## src/rtl/apb3_to_ahb_bridge.sv

```systemverilog
// -----------------------------------------------------------------------------
// apb3_to_ahb_bridge
// APB3 completer that forwards each APB transfer as a single AHB-Lite
// NONSEQ/SINGLE word transfer and returns the AHB response to the APB side.
//
// Optional build macro: APB3TOAHB_TIMEOUT_EN
//   When defined, an AHB stall of TIMEOUT_CYCLES cycles in ADDR or DATA ends
//   the transfer with PSLVERR=1. When undefined, stalls wait indefinitely.
//
// Ports
//   HCLK, HRESET                 clock (rising edge), async active-high reset
//   PSEL, PENABLE, PWRITE        APB3 control in
//   PADDR[31:0], PWDATA[31:0]    APB3 address / write data in
//   PRDATA[31:0], PREADY,        APB3 read data / completion / error out
//   PSLVERR
//   HADDR[31:0], HTRANS[1:0],    AHB-Lite address phase out
//   HWRITE, HSIZE[2:0], HBURST[2:0]
//   HWDATA[31:0]                 AHB-Lite write data out
//   HRDATA[31:0], HREADY, HRESP  AHB-Lite response in
// -----------------------------------------------------------------------------
module apb3_to_ahb_bridge #(
  parameter int unsigned TIMEOUT_CYCLES = 255
) (
  input  logic        HCLK,
  input  logic        HRESET,
  input  logic        PSEL,
  input  logic        PENABLE,
  input  logic        PWRITE,
  input  logic [31:0] PADDR,
  input  logic [31:0] PWDATA,
  output logic [31:0] PRDATA,
  output logic        PREADY,
  output logic        PSLVERR,
  output logic [31:0] HADDR,
  output logic [1:0]  HTRANS,
  output logic        HWRITE,
  output logic [2:0]  HSIZE,
  output logic [2:0]  HBURST,
  output logic [31:0] HWDATA,
  input  logic [31:0] HRDATA,
  input  logic        HREADY,
  input  logic        HRESP
);

  // state | meaning
  // IDLE  | waiting for an APB setup phase
  // ADDR  | AHB address phase (NONSEQ) until HREADY
  // DATA  | AHB data phase until HREADY, response captured on exit
  // RESP  | one-cycle PREADY pulse back to APB
  typedef enum logic [1:0] {
    S_IDLE = 2'd0,
    S_ADDR = 2'd1,
    S_DATA = 2'd2,
    S_RESP = 2'd3
  } state_t;

  state_t      r_state;
  state_t      w_next;
  logic [31:0] r_addr;
  logic [31:0] r_wdata;
  logic [31:0] r_rdata;
  logic        r_write;
  logic        r_err;
  logic        w_capture;
  logic        w_ahb_done;

`ifdef APB3TOAHB_TIMEOUT_EN
  localparam logic [15:0] LP_STALL_LAST = 16'(TIMEOUT_CYCLES - 1);

  logic [15:0] r_stall_cnt;
  logic        w_stall_expired;
  logic        w_timeout;

  assign w_stall_expired = (r_stall_cnt == LP_STALL_LAST);

  // Counts consecutive stall cycles within one state; any state change restarts it.
  always_ff @(posedge HCLK or posedge HRESET) begin
    if (HRESET) begin
      r_stall_cnt <= '0;
    end else if (w_next != r_state) begin
      r_stall_cnt <= '0;
    end else if ((r_state == S_ADDR || r_state == S_DATA) && !HREADY) begin
      r_stall_cnt <= r_stall_cnt + 16'd1;
    end
  end

  logic w_unused;
  assign w_unused = ^PADDR[1:0];
`else
  logic w_unused;
  assign w_unused = ^{PADDR[1:0], TIMEOUT_CYCLES};
`endif

  always_ff @(posedge HCLK or posedge HRESET) begin
    if (HRESET) begin
      r_state <= S_IDLE;
    end else begin
      r_state <= w_next;
    end
  end

  always_comb begin
    w_next     = r_state;
    w_capture  = 1'b0;
    w_ahb_done = 1'b0;
`ifdef APB3TOAHB_TIMEOUT_EN
    w_timeout  = 1'b0;
`endif
    HTRANS     = 2'b00;
    HSIZE      = 3'b000;
    PREADY     = 1'b0;
    PSLVERR    = 1'b0;
    case (r_state)
      S_IDLE: begin
        if (PSEL && !PENABLE) begin
          w_capture = 1'b1;
          w_next    = S_ADDR;
        end
      end
      S_ADDR: begin
        HTRANS = 2'b10;
        HSIZE  = 3'b010;
        if (HREADY) begin
          w_next = S_DATA;
        end
`ifdef APB3TOAHB_TIMEOUT_EN
        else if (w_stall_expired) begin
          w_timeout = 1'b1;
          w_next    = S_RESP;
        end
`endif
      end
      S_DATA: begin
        if (HREADY) begin
          w_ahb_done = 1'b1;
          w_next     = S_RESP;
        end
`ifdef APB3TOAHB_TIMEOUT_EN
        else if (w_stall_expired) begin
          w_timeout = 1'b1;
          w_next    = S_RESP;
        end
`endif
      end
      S_RESP: begin
        PREADY  = 1'b1;
        PSLVERR = r_err;
        w_next  = S_IDLE;
      end
      default: w_next = S_IDLE;
    endcase
  end

  // HRESP is only meaningful on the HREADY=1 cycle, which is exactly when
  // w_ahb_done fires; wait-cycle HRESP never reaches the error flag.
  always_ff @(posedge HCLK or posedge HRESET) begin
    if (HRESET) begin
      r_addr  <= '0;
      r_wdata <= '0;
      r_write <= 1'b0;
      r_err   <= 1'b0;
      r_rdata <= '0;
    end else begin
      if (w_capture) begin
        r_addr  <= {PADDR[31:2], 2'b00};
        r_write <= PWRITE;
        r_wdata <= PWDATA;
        r_err   <= 1'b0;
      end
      if (w_ahb_done) begin
        r_err <= HRESP;
        if (!r_write) begin
          r_rdata <= HRDATA;
        end
      end
`ifdef APB3TOAHB_TIMEOUT_EN
      if (w_timeout) begin
        r_err <= 1'b1;
      end
`endif
    end
  end

  assign HADDR  = r_addr;
  assign HWRITE = r_write;
  assign HWDATA = r_wdata;
  assign HBURST = 3'b000;
  assign PRDATA = r_rdata;

endmodule

```

## config.mk

```make
export PLATFORM = sky130hd
export DESIGN_NAME = apb3_to_ahb_bridge
export DESIGN_NICKNAME = d
export VERILOG_FILES = /design/src/rtl/apb3_to_ahb_bridge.sv
export SDC_FILE = /design/constraint.sdc
export NUM_CORES = 1
export LEC_CHECK = 0
export CAP_MARGIN = 20
export CORE_MARGIN = 1.5
export CORE_UTILIZATION = 45
export DETAILED_ROUTE_END_ITERATION = 7
export DONT_BUFFER_PORTS = 1
export GPL_ROUTABILITY_DRIVEN = 0
export PLACE_DENSITY = 0.61
export SYNTH_ARGS = -nofsm -noshare
export SYNTH_HDL_FRONTEND = slang
export SYNTH_SLANG_ARGS = --single-unit
```

## constraint.sdc

```tcl
create_clock -name HCLK -period 7.8 [get_ports HCLK]
set_input_delay 0.78 -clock HCLK [delete_from_list [all_inputs] [get_ports HCLK]]
set_output_delay 0.78 -clock HCLK [all_outputs]
set_load 0.1 [all_outputs]
```

==> results <==
- After clock tree synthesis, the flow added hold-fix buffers numbering 0.
- The number of violations reported at the end of detailed-routing iteration 0 is 52.
- The number of buffers inserted by post-CTS setup repair is 0.
- Across the routed clock network, the largest skew measured is 16.8 ps.
- The number of primary I/O pins is 210.
- The number of buffers on the longest clock path is 2.
- Of the synthesized area, sequential elements account for roughly three fifths.
- The total of warnings raised by yosys is 0.
- The global-route usage over all layers is 14.4%.
- The worst setup path is launched from a flip-flop.
- For this run the aggregate overflow at the end of global routing stands at 0.
- The count of port buffers added during placement is 0.
- The synthesized netlist occupies a cell area of 3960 um2.
- Entering global routing, the biggest net connects 53 pins.
- The fraction of layout cells with a size suffix above 1 is about half.
- Clock tree synthesis selected as its root buffer the cell clkbuf_8.
- The floorplan has 34 rows.
- The highest clock rate is 308 MHz.
- The type of the worst setup path is reg -> out.
- The number of hold violations in the final report is 0.
- The number of global-route vias before repair was ~2,100.
- Along the worst path, the maximum fanout reaches 4.
- The largest stage delay on the critical path is roughly 880 ps.
- The clock edge transition at the registers on the reported setup and hold paths is 100 ps.
- The DRC violation count after routing is 0.
- The number of H-tree branching levels is 3.
- At the end of the flow, the number of nets in the layout was 341.
- The residual antenna-violating net count after detailed routing is 0.
- The number of CTS-inserted buffers is 9.
- After Yosys synthesis, XOR and XNOR cells account for 0% of the synthesized area.
- The final cycle utilization of the critical path is 41.6%.
- The gate count after technology mapping is 234.
- The total area inside the core boundary comes to 8640 um2.
- The clock net in this run drives a total of a little under 100 sinks.
- After synthesis, the share of cell area in mux cells is 30.2%.
- Max-cap violations in this run came to 0.
- Setup repair after global routing left no endpoint under its margin.
- The overall die width is 96.8 um.
- STA puts the critical path data arrival time at 2470 ps.
- The number of antenna violations at the first check in global routing was 0.
- The compound-cell area share of the yosys netlist is 0.474%.
- The routed design has approximately 6700 um of wire.
- The total negative slack for setup checks is 0 ps.
- After detailed routing, the average wire length per cell comes to 19.2 um.
- The initial core utilization is 45.8%.
- The filler cell count in the final layout is 761.
- The post-DP HPWL is 4730 um.
- After synthesis, the largest family of logic cells by area is multiplexers.
- The synthesized netlist contains 20 unique library cells.
- The data required time of the critical path is 7020 ps.
- The routed design could run at a clock period as short as 3250 ps.
- Compared with the post-synthesis result, the final layout area differs by 4.65%.
- TritonCTS built the clock tree.
- The repair_antennas step left the layout with diodes totalling 0.
- After synthesis the netlist holds a flip-flop and latch count of 98.
- Once the clock tree was built, the resizer swapped 0 gates to a different size.
- The run finished with clean final reports.
- At the pin with the least slew margin, the transition time is 1050 ps.
- The vertical die dimension is 96.8 um.
- The die covers between 9000 and 10,000 um2.
- The signal on the critical path passes through ha_1 > and2_1.
- The number of buffers and inverters on the critical path is 0.
- The final number of max-transition violations came to 0.
- The worst setup path is captured at an output pin.
- Among cell families on the critical path, the largest total delay comes from simple AND/OR/NAND/NOR gates.
- The wire length of the first global-routing pass is roughly 11,000 um.
- The total setup violations reported at the end of the flow is 0.
- The clock insertion delay at the later pin of the skew report is 350 ps.
- The share of synthesized cell area in full adder, half adder and majority cells is 1.26%.
- The number of detailed-route iterations in the first pass is 3.
- The tightest min-delay check is of the in -> async type.
- The cell taking the most area after synthesis is dfrtp_1.
- The simple-gate share of the synthesized area is 1.39%.
- Headroom to the max-slew limit came out at 29.9%.
- Sorting the synthesized cells by area gives the leading types as dfrtp_1, mux2_2, mux2_4.
- The via density per instance is 5.37.
- The via count is 1,858.
- The critical-path cell with the highest stage delay is and2_1.
- Summed over its instances, the top area cell type makes up roughly three fifths of the synthesized netlist area.
- A synthesized cell averages 16.9 um2.
## per-layer routing
layer	vias to the layer above	track usage [%]	wire, um
met5	-	0	0
met4	0	5.35	103
met3	10	7.01	784
met2	126	22.9	3220
met1	940	16.9	2550
li1	782	-	-
## state kept, by name, summed over array words and instances (netlist names)
| register | flops |
|---|---|
| r_err | 1 |
| HADDR | 30 |
| r_state | 2 |
| HWRITE | 1 |
| PRDATA | 32 |
| HWDATA | 32 |
## cell families after synthesis
| kind of cell | count (synthesis) |
|---|---|
| other | 1 |
| and+or+nand+nor | 10 |
| adders and majority gates | 4 |
| buffers and inverters | 23 |
| DFF | 98 |
| muxes | 96 |
| AOI/OAI and AO/OA | 2 |
## cell type report
type	count	area [um2]	share of cell area, %
clock buffer	10	138	3.32
clock inverter	5	38.8	0.936
inverter	3	13.8	0.332
multi-input combinational	120	1350	32.6
sequential	98	2450	59.2
tap	108	135	3.26
timing repair buffer	2	15.0	0.362
## layout by cell type, fill, tap and decap left out
master / instances
a2bb2oi_1: 1
and2_1: 1
and2b_1: 1
buf_4: 2
clkbuf_8: 10
clkinv_2: 1
clkinv_4: 1
clkinvlp_4: 1
conb_1: 8
dfrtp_1: 98
ha_1: 3
ha_2: 1
inv_1: 2
inv_4: 1
inv_6: 2
mux2_2: 66
mux2_4: 30
nand2_1: 2
nand2b_1: 1
nand3_1: 2
nand3b_1: 1
nor2_1: 1
o32a_1: 1
or2_2: 1
## worst register-to-register path: cells and delay by family, from the launching register on
kind	cells	cell delay, ps
flip-flops	1	980
AND/OR/NAND/NOR	1	940
multiplexers	1	440
## synthesized netlist by cell type
cell,count
nand3b_1,1
conb_1,1
nor2_1,1
nand2b_1,1
nand2_1,2
a2bb2oi_1,1
mux2_4,30
buf_6,1
nand3_1,2
mux2_2,66
ha_1,4
buf_4,9
inv_1,3
dfrtp_1,98
buf_12,3
o32a_1,1
and2b_1,1
or2_1,1
buf_2,7
and2_1,1
## path summary, 6_finish.rpt
path / from / end / slack (ps) / cells past startpoint
min in group HCLK: r_err / r_err / 500 / 2
min reg2reg: r_err / r_err / 500 / 2
max in group asynchronous: HRESET / HWDATA[27] / 6360 / 2
max: r_state[0] / PSLVERR / 4550 / 2
min: HRESET / PRDATA[30] / 360 / 1
max reg2reg: HWRITE / PRDATA[31] / 5320 / 2
## through the flow
stage	instances	instance area [um2]	setup WS (ps)	util, %	hold slack, ps
3_5_place_dp	331	3970	4910	45.9	483
2_1_floorplan	241	3990	4460	-	459
4_1_cts	346	4140	4520	48.0	372
5_1_grt	346	4140	4460	48.0	395
6_report	346	4140	4550	48.0	359
3_3_place_gp	331	3970	4920	45.9	485
Power is not shown: default switching activity piles up to over one toggle a cycle in this logic, so the estimate is an artifact.
